--- src/rtl/rf_pkg.sv ---
// Shared encodings for the scoreboarded register file: write-back source select and read FSM states.
package rf_pkg;

  typedef enum logic [1:0] {
    WB_ALU  = 2'd0,
    WB_LOAD = 2'd1,
    WB_CSR  = 2'd2,
    WB_NONE = 2'd3
  } wb_sel_e;

  typedef enum logic {
    ST_IDLE = 1'b0,
    ST_WAIT = 1'b1
  } rf_state_e;

endpackage

--- src/rtl/rf_scoreboard.sv ---
// Busy-bit tracker for pending register writes plus a combinational hazard query over NRP read ports.
// Same-cycle reserve and write-back to one register leaves the bit set; register 0 is never busy.
module rf_scoreboard #(
  parameter int NREGS = 32,
  parameter int NRP   = 2,
  localparam int AW   = $clog2(NREGS)
) (
  input  logic                clk_i,
  input  logic                rst_i,
  input  logic                rsv_en_i,
  input  logic [AW-1:0]       rsv_addr_i,
  input  logic                wb_en_i,
  input  logic [AW-1:0]       wb_addr_i,
  input  logic [NRP-1:0]      q_en_i,
  input  logic [NRP*AW-1:0]   q_addr_i,
  output logic                hazard_o,
  output logic [NREGS-1:0]    busy_o
);

  logic [NREGS-1:0] busy_q, busy_d;

  always_comb begin
    busy_d = busy_q;
    if (wb_en_i && wb_addr_i != '0) busy_d[wb_addr_i] = 1'b0;
    // Set after clear so a same-cycle reservation wins.
    if (rsv_en_i && rsv_addr_i != '0) busy_d[rsv_addr_i] = 1'b1;
    busy_d[0] = 1'b0;
  end

  always_comb begin
    hazard_o = 1'b0;
    for (int p = 0; p < NRP; p++) begin
      if (q_en_i[p] && busy_q[q_addr_i[p*AW +: AW]] &&
          !(wb_en_i && wb_addr_i == q_addr_i[p*AW +: AW])) begin
        hazard_o = 1'b1;
      end
    end
  end

  always_ff @(posedge clk_i or posedge rst_i) begin
    if (rst_i) busy_q <= '0;
    else       busy_q <= busy_d;
  end

  assign busy_o = busy_q;

endmodule

--- src/rtl/regfile_sb.sv ---
// Register file with scoreboard-stalled multi-port reads: data one cycle after a hazard-free accept,
// otherwise rd_ready_o drops while waiting on the pending write; write-back bypasses into the capture.
module regfile_sb import rf_pkg::*; #(
  parameter int XLEN  = 32,
  parameter int NREGS = 32,
  parameter int NRP   = 2,
  localparam int AW   = $clog2(NREGS)
) (
  input  logic                 clk_i,
  input  logic                 rst_i,
  input  logic                 rd_req_i,
  output logic                 rd_ready_o,
  input  logic [NRP-1:0]       rs_en_i,
  input  logic [NRP*AW-1:0]    rs_addr_i,
  output logic [NRP*XLEN-1:0]  rs_val_o,
  output logic                 rd_valid_o,
  input  logic                 wb_en_i,
  input  logic [AW-1:0]        wb_addr_i,
  input  logic [1:0]           wb_sel_i,
  input  logic [XLEN-1:0]      alu_result_i,
  input  logic [XLEN-1:0]      load_result_i,
  input  logic [XLEN-1:0]      csr_val_i,
  input  logic                 rsv_en_i,
  input  logic [AW-1:0]        rsv_addr_i,
  output logic [NREGS-1:0]     busy_o
);

  logic [XLEN-1:0]     regs_q [NREGS];
  logic [XLEN-1:0]     regs_d [NREGS];
  rf_state_e           state_q, state_d;
  logic [NRP-1:0]      lat_en_q, lat_en_d;
  logic [NRP*AW-1:0]   lat_addr_q, lat_addr_d;
  logic [NRP*XLEN-1:0] rs_val_q, rs_val_d;
  logic                rd_valid_q, rd_valid_d;

  logic [XLEN-1:0]     wb_data;
  logic                wb_write;
  logic                hazard;
  logic                capture;
  logic [NRP-1:0]      q_en;
  logic [NRP*AW-1:0]   q_addr;

  always_comb begin
    case (wb_sel_e'(wb_sel_i))
      WB_ALU:  wb_data = alu_result_i;
      WB_LOAD: wb_data = load_result_i;
      WB_CSR:  wb_data = csr_val_i;
      default: wb_data = '0;
    endcase
  end

  assign wb_write = wb_en_i && (wb_sel_i != WB_NONE) && (wb_addr_i != '0);

  always_comb begin
    regs_d = regs_q;
    if (wb_write) regs_d[wb_addr_i] = wb_data;
    regs_d[0] = '0;
  end

  // While waiting, the hazard is re-evaluated on the addresses latched at accept.
  assign q_en   = (state_q == ST_WAIT) ? lat_en_q   : rs_en_i;
  assign q_addr = (state_q == ST_WAIT) ? lat_addr_q : rs_addr_i;

  rf_scoreboard #(.NREGS(NREGS), .NRP(NRP)) u_sb (
    .clk_i      (clk_i),
    .rst_i      (rst_i),
    .rsv_en_i   (rsv_en_i),
    .rsv_addr_i (rsv_addr_i),
    .wb_en_i    (wb_en_i),
    .wb_addr_i  (wb_addr_i),
    .q_en_i     (q_en),
    .q_addr_i   (q_addr),
    .hazard_o   (hazard),
    .busy_o     (busy_o)
  );

  always_comb begin
    state_d    = state_q;
    lat_en_d   = lat_en_q;
    lat_addr_d = lat_addr_q;
    capture    = 1'b0;
    rd_ready_o = 1'b0;
    case (state_q)
      ST_IDLE: begin
        rd_ready_o = 1'b1;
        if (rd_req_i) begin
          if (hazard) begin
            lat_en_d   = rs_en_i;
            lat_addr_d = rs_addr_i;
            state_d    = ST_WAIT;
          end else begin
            capture = 1'b1;
          end
        end
      end
      ST_WAIT: begin
        if (!hazard) begin
          capture = 1'b1;
          state_d = ST_IDLE;
        end
      end
      default: state_d = ST_IDLE;
    endcase
  end

  always_comb begin
    rs_val_d   = rs_val_q;
    rd_valid_d = capture;
    if (capture) begin
      for (int p = 0; p < NRP; p++) begin
        if (!q_en[p] || q_addr[p*AW +: AW] == '0)
          rs_val_d[p*XLEN +: XLEN] = '0;
        else if (wb_write && q_addr[p*AW +: AW] == wb_addr_i)
          rs_val_d[p*XLEN +: XLEN] = wb_data;
        else
          rs_val_d[p*XLEN +: XLEN] = regs_q[q_addr[p*AW +: AW]];
      end
    end
  end

  always_ff @(posedge clk_i or posedge rst_i) begin
    if (rst_i) begin
      for (int i = 0; i < NREGS; i++) regs_q[i] <= '0;
      state_q    <= ST_IDLE;
      lat_en_q   <= '0;
      lat_addr_q <= '0;
      rs_val_q   <= '0;
      rd_valid_q <= 1'b0;
    end else begin
      regs_q     <= regs_d;
      state_q    <= state_d;
      lat_en_q   <= lat_en_d;
      lat_addr_q <= lat_addr_d;
      rs_val_q   <= rs_val_d;
      rd_valid_q <= rd_valid_d;
    end
  end

  assign rs_val_o   = rs_val_q;
  assign rd_valid_o = rd_valid_q;

endmodule

--- config.mk ---
export PLATFORM = sky130hd
export DESIGN_NAME = regfile_sb
export DESIGN_NICKNAME = d
export VERILOG_FILES = /design/src/rtl/rf_pkg.sv /design/src/rtl/rf_scoreboard.sv /design/src/rtl/regfile_sb.sv
export SDC_FILE = /design/constraint.sdc
export NUM_CORES = 2
export LEC_CHECK = 0
export CAP_MARGIN = 0
export CORE_ASPECT_RATIO = 0.5
export CORE_UTILIZATION = 55
export DETAILED_ROUTE_END_ITERATION = 10
export DONT_BUFFER_PORTS = 1
export PLACE_DENSITY_LB_ADDON = 0.15
export RECOVER_POWER = 50
export REMOVE_ABC_BUFFERS = 1
export SLEW_MARGIN = 0
export SYNTH_ARGS = -nofsm -noshare
export SYNTH_HDL_FRONTEND = slang
export SYNTH_SLANG_ARGS = --single-unit
--- constraint.sdc ---
create_clock -name clk_i -period 46.2 [get_ports clk_i]
set_input_delay 9.24 -clock clk_i [delete_from_list [all_inputs] [get_ports clk_i]]
set_output_delay 9.24 -clock clk_i [all_outputs]
set_load 0.01 [all_outputs]
==> impl_metrics.json <==
{
  "synth.most_common_cell": "nand2_1",
  "cp-end-kind": "asynchronous set/reset pin",
  "maxCapViolCount": 27,
  "ys_warn_count": 0,
  "synth_common_cells": "nand2_1, dfrtp_1, o21ai_0, nand3_1, clkbuf_1",
  "grt_pass1_vias": 50800,
  "hpwl_mm": 123,
  "required_ns": 45.04,
  "run_status": "finished with violations",
  "final.period_utilization": 0.568,
  "synth_edf_count": 0,
  "synth_cells": 6851,
  "hold_class": "flip-flop to flip-flop",
  "setup_viol": 0,
  "grt_setup_unrepaired": "false",
  "p_leak_nw": 26.6,
  "syn_avg_cell_area_um2": 8.60,
  "path_clk_slew_ns": 0.07,
  "hold_viol_final": 0,
  "grtUsageTotal": 0.409,
  "placementRows": 84,
  "ys_types": 69,
  "overflow": 0,
  "critPathMaxFanout": 159,
  "syn_to_final_growth_pct": 6.90,
  "start_util": 0.558,
  "min_period_ns": 26.26,
  "ys_ff_latch": 1101,
  "dieWidth_um": 465,
  "cts_setup_buffers": 0,
  "critical_path_class": "primary input to asynchronous set/reset pin",
  "wl_met3_mm": 29.7,
  "cts_root_buf": "clkbuf_16",
  "route.detailed.drc": 4,
  "worst_pin_slew_ns": 9.06,
  "synth.cell_area_um2": 58900,
  "io_buffers": 0,
  "gp_congestion": 0.963,
  "hold_path_depth": 2,
  "clkLatencyLatePin_ns": 0.76,
  "power.density_nw_per_um2": 55.2,
  "final_nets": 6563,
  "firstDrtPassIters": 11,
  "drtAntennaViolNets": 0,
  "synth_top_area_cell": "dfrtp_1",
  "max_freq_ghz": 0.0381,
  "peakVddDrop_uv": 43.2,
  "hold_path_end": "regs_q[237]",
  "r2r_end": "rs_val_o[12]",
  "slew_viol_final": 1558,
  "async_flop_share": 1.00,
  "clkSinkCount": 1101,
  "drt-vias-per-instance": 6.81,
  "r2r_cells": 12,
  "seq_area_frac_synth": 0.468,
  "wl_met1_mm": 85.6,
  "highest_layer": "met5",
  "drive_gt1_frac": 0.0934,
  "synth_area_leaders": "dfrtp_1, nand2_1, o21ai_0, mux4_2, nand3_1",
  "num_io_pins": 223,
  "crit_arrival_ns": 25.10,
  "ys.flop_type": "dfrtp_1",
  "synth.top_cell.area_share": 0.468,
  "slew_headroom": -5.04,
  "clock_tree.buffer_depth": 3,
  "h-tree-depth": 3,
  "grt_pass1_wl_mm": 330,
  "drt_iter0_markers": 8385,
  "wl_mm": 224,
  "core_um2": 106000,
  "r2r-start": "state_q",
  "cts_buffers": 99,
  "wl_per_cell_um": 28.1,
  "cts_tree": "yes",
  "fin_util": 0.596,
  "crit_path_start_kind": "primary input",
  "failed_checks": "design-rule violations, max-capacitance violations, max-slew violations",
  "vias": 54100,
  "r2r_setup_slack_ns": 40.17,
  "hold_buffers": 0,
  "tns_ns": 0,
  "antenna_found_initial": 6,
  "grt_max_degree": 195,
  "wl_met2_mm": 96.1,
  "die_height_um": 233,
  "die_area_um2": 108000,
  "min_from": "regs_q[237]",
  "cts_resized": 0,
  "skew_ns": 0.0392
}
[routing by layer]
layer  global-route usage  vias to the layer above
met5                    0                        -
met4                0.199                        6
met3                0.113                      830
met2                0.607                     3866
met1                0.554                    26400
li1                     -                    23000
[where the power goes]
part | total (mW) | switching [mW] | internal (mW)
combinational | 1.25 | 0.823 | 0.427
sequential | 1.32 | 0.176 | 1.14
clock | 0.910 | 0.403 | 0.507
[flip-flops by register name, indices dropped and copies added, names as in the netlist]
| register | flops |
|---|---|
| rs_val_o | 64 |
| rd_valid_o | 1 |
| lat_addr_q | 10 |
| state_q | 1 |
| u_sb.busy_o | 31 |
| regs_q | 992 |
| lat_en_q | 2 |
[final cells by class]
| cell class | count | area (um^2) |
|---|---|---|
| Tap cell | 1419 | 1780 |
| Clock inverter | 51 | 681 |
| Timing Repair Buffer | 137 | 1020 |
| Clock buffer | 133 | 2810 |
| Inverter | 17 | 65.1 |
| Multi-Input combinational cell | 5082 | 29000 |
| Fill cell | 9141 | 42700 |
| Sequential cell | 1101 | 27600 |
| Antenna cell | 4 | 10.0 |
[critical path, stage by stage]
cell	delay [ns]
clkinvlp_2	2.85
clkbuf_1	6.49
clkbuf_1	5.87
[placed cells by master, fill, tap and decap left out, types with 11 or more instances in the layout]
| master | instances |
|---|---|
| clkbuf_1 | 37 |
| and3_1 | 66 |
| nand2b_1 | 13 |
| nor3_1 | 24 |
| mux2_2 | 66 |
| clkinv_2 | 19 |
| buf_4 | 109 |
| bufinv_16 | 14 |
| a21oi_2 | 32 |
| o21ai_0 | 969 |
| a2111oi_0 | 27 |
| a32oi_1 | 24 |
| mux4_2 | 168 |
| dfrtp_1 | 1100 |
| mux2i_1 | 200 |
| a32o_1 | 11 |
| nor2_1 | 212 |
| clkbuf_8 | 18 |
| a311oi_1 | 76 |
| a31oi_1 | 51 |
| o2111ai_1 | 34 |
| inv_1 | 16 |
| nand2_1 | 2076 |
| a211oi_1 | 38 |
| nand3_1 | 476 |
| o22ai_1 | 32 |
| nand4_1 | 11 |
| clkbuf_16 | 100 |
| a21oi_1 | 286 |
[stage by stage]
step           std cells  area, um^2  setup slack, ns  total power [mW]  hold slack, ns
6_report            7944       63000            19.94              3.48           0.499
5_1_grt             7940       62900            16.82              3.60           0.526
3_3_place_gp        7756       59700            32.45              2.50           0.478
4_1_cts             7940       63100            33.08              3.43           0.504
3_5_place_dp        7756       59700            32.37              2.53           0.490
2_1_floorplan       6200       56200             5.96              2.17           0.461
[logic make-up after synthesis]
kind of cell	synth area share
buf+inv	0.0473
compound gates	0.164
xor+xnor	0.00149
mux	0.116
other cells	0.0000637
simple gates	0.204
flops	0.468
[worst max-delay path by stage]
stage	startpoint	endpoint	slack, ns	depth (start not counted)
floorplan	rst_i	lat_addr_q[0]	5.96	1
global placement	rs_addr_i[5]	rs_val_o[24]	32.45	11
detailed placement	rs_addr_i[5]	rs_val_o[58]	32.37	11
CTS	rs_addr_i[5]	rs_val_o[12]	33.08	11
global route	rst_i	regs_q[269]	16.82	3
finish	rst_i	regs_q[301]	19.94	3
Note: power is estimated with default switching activity, not from simulation.
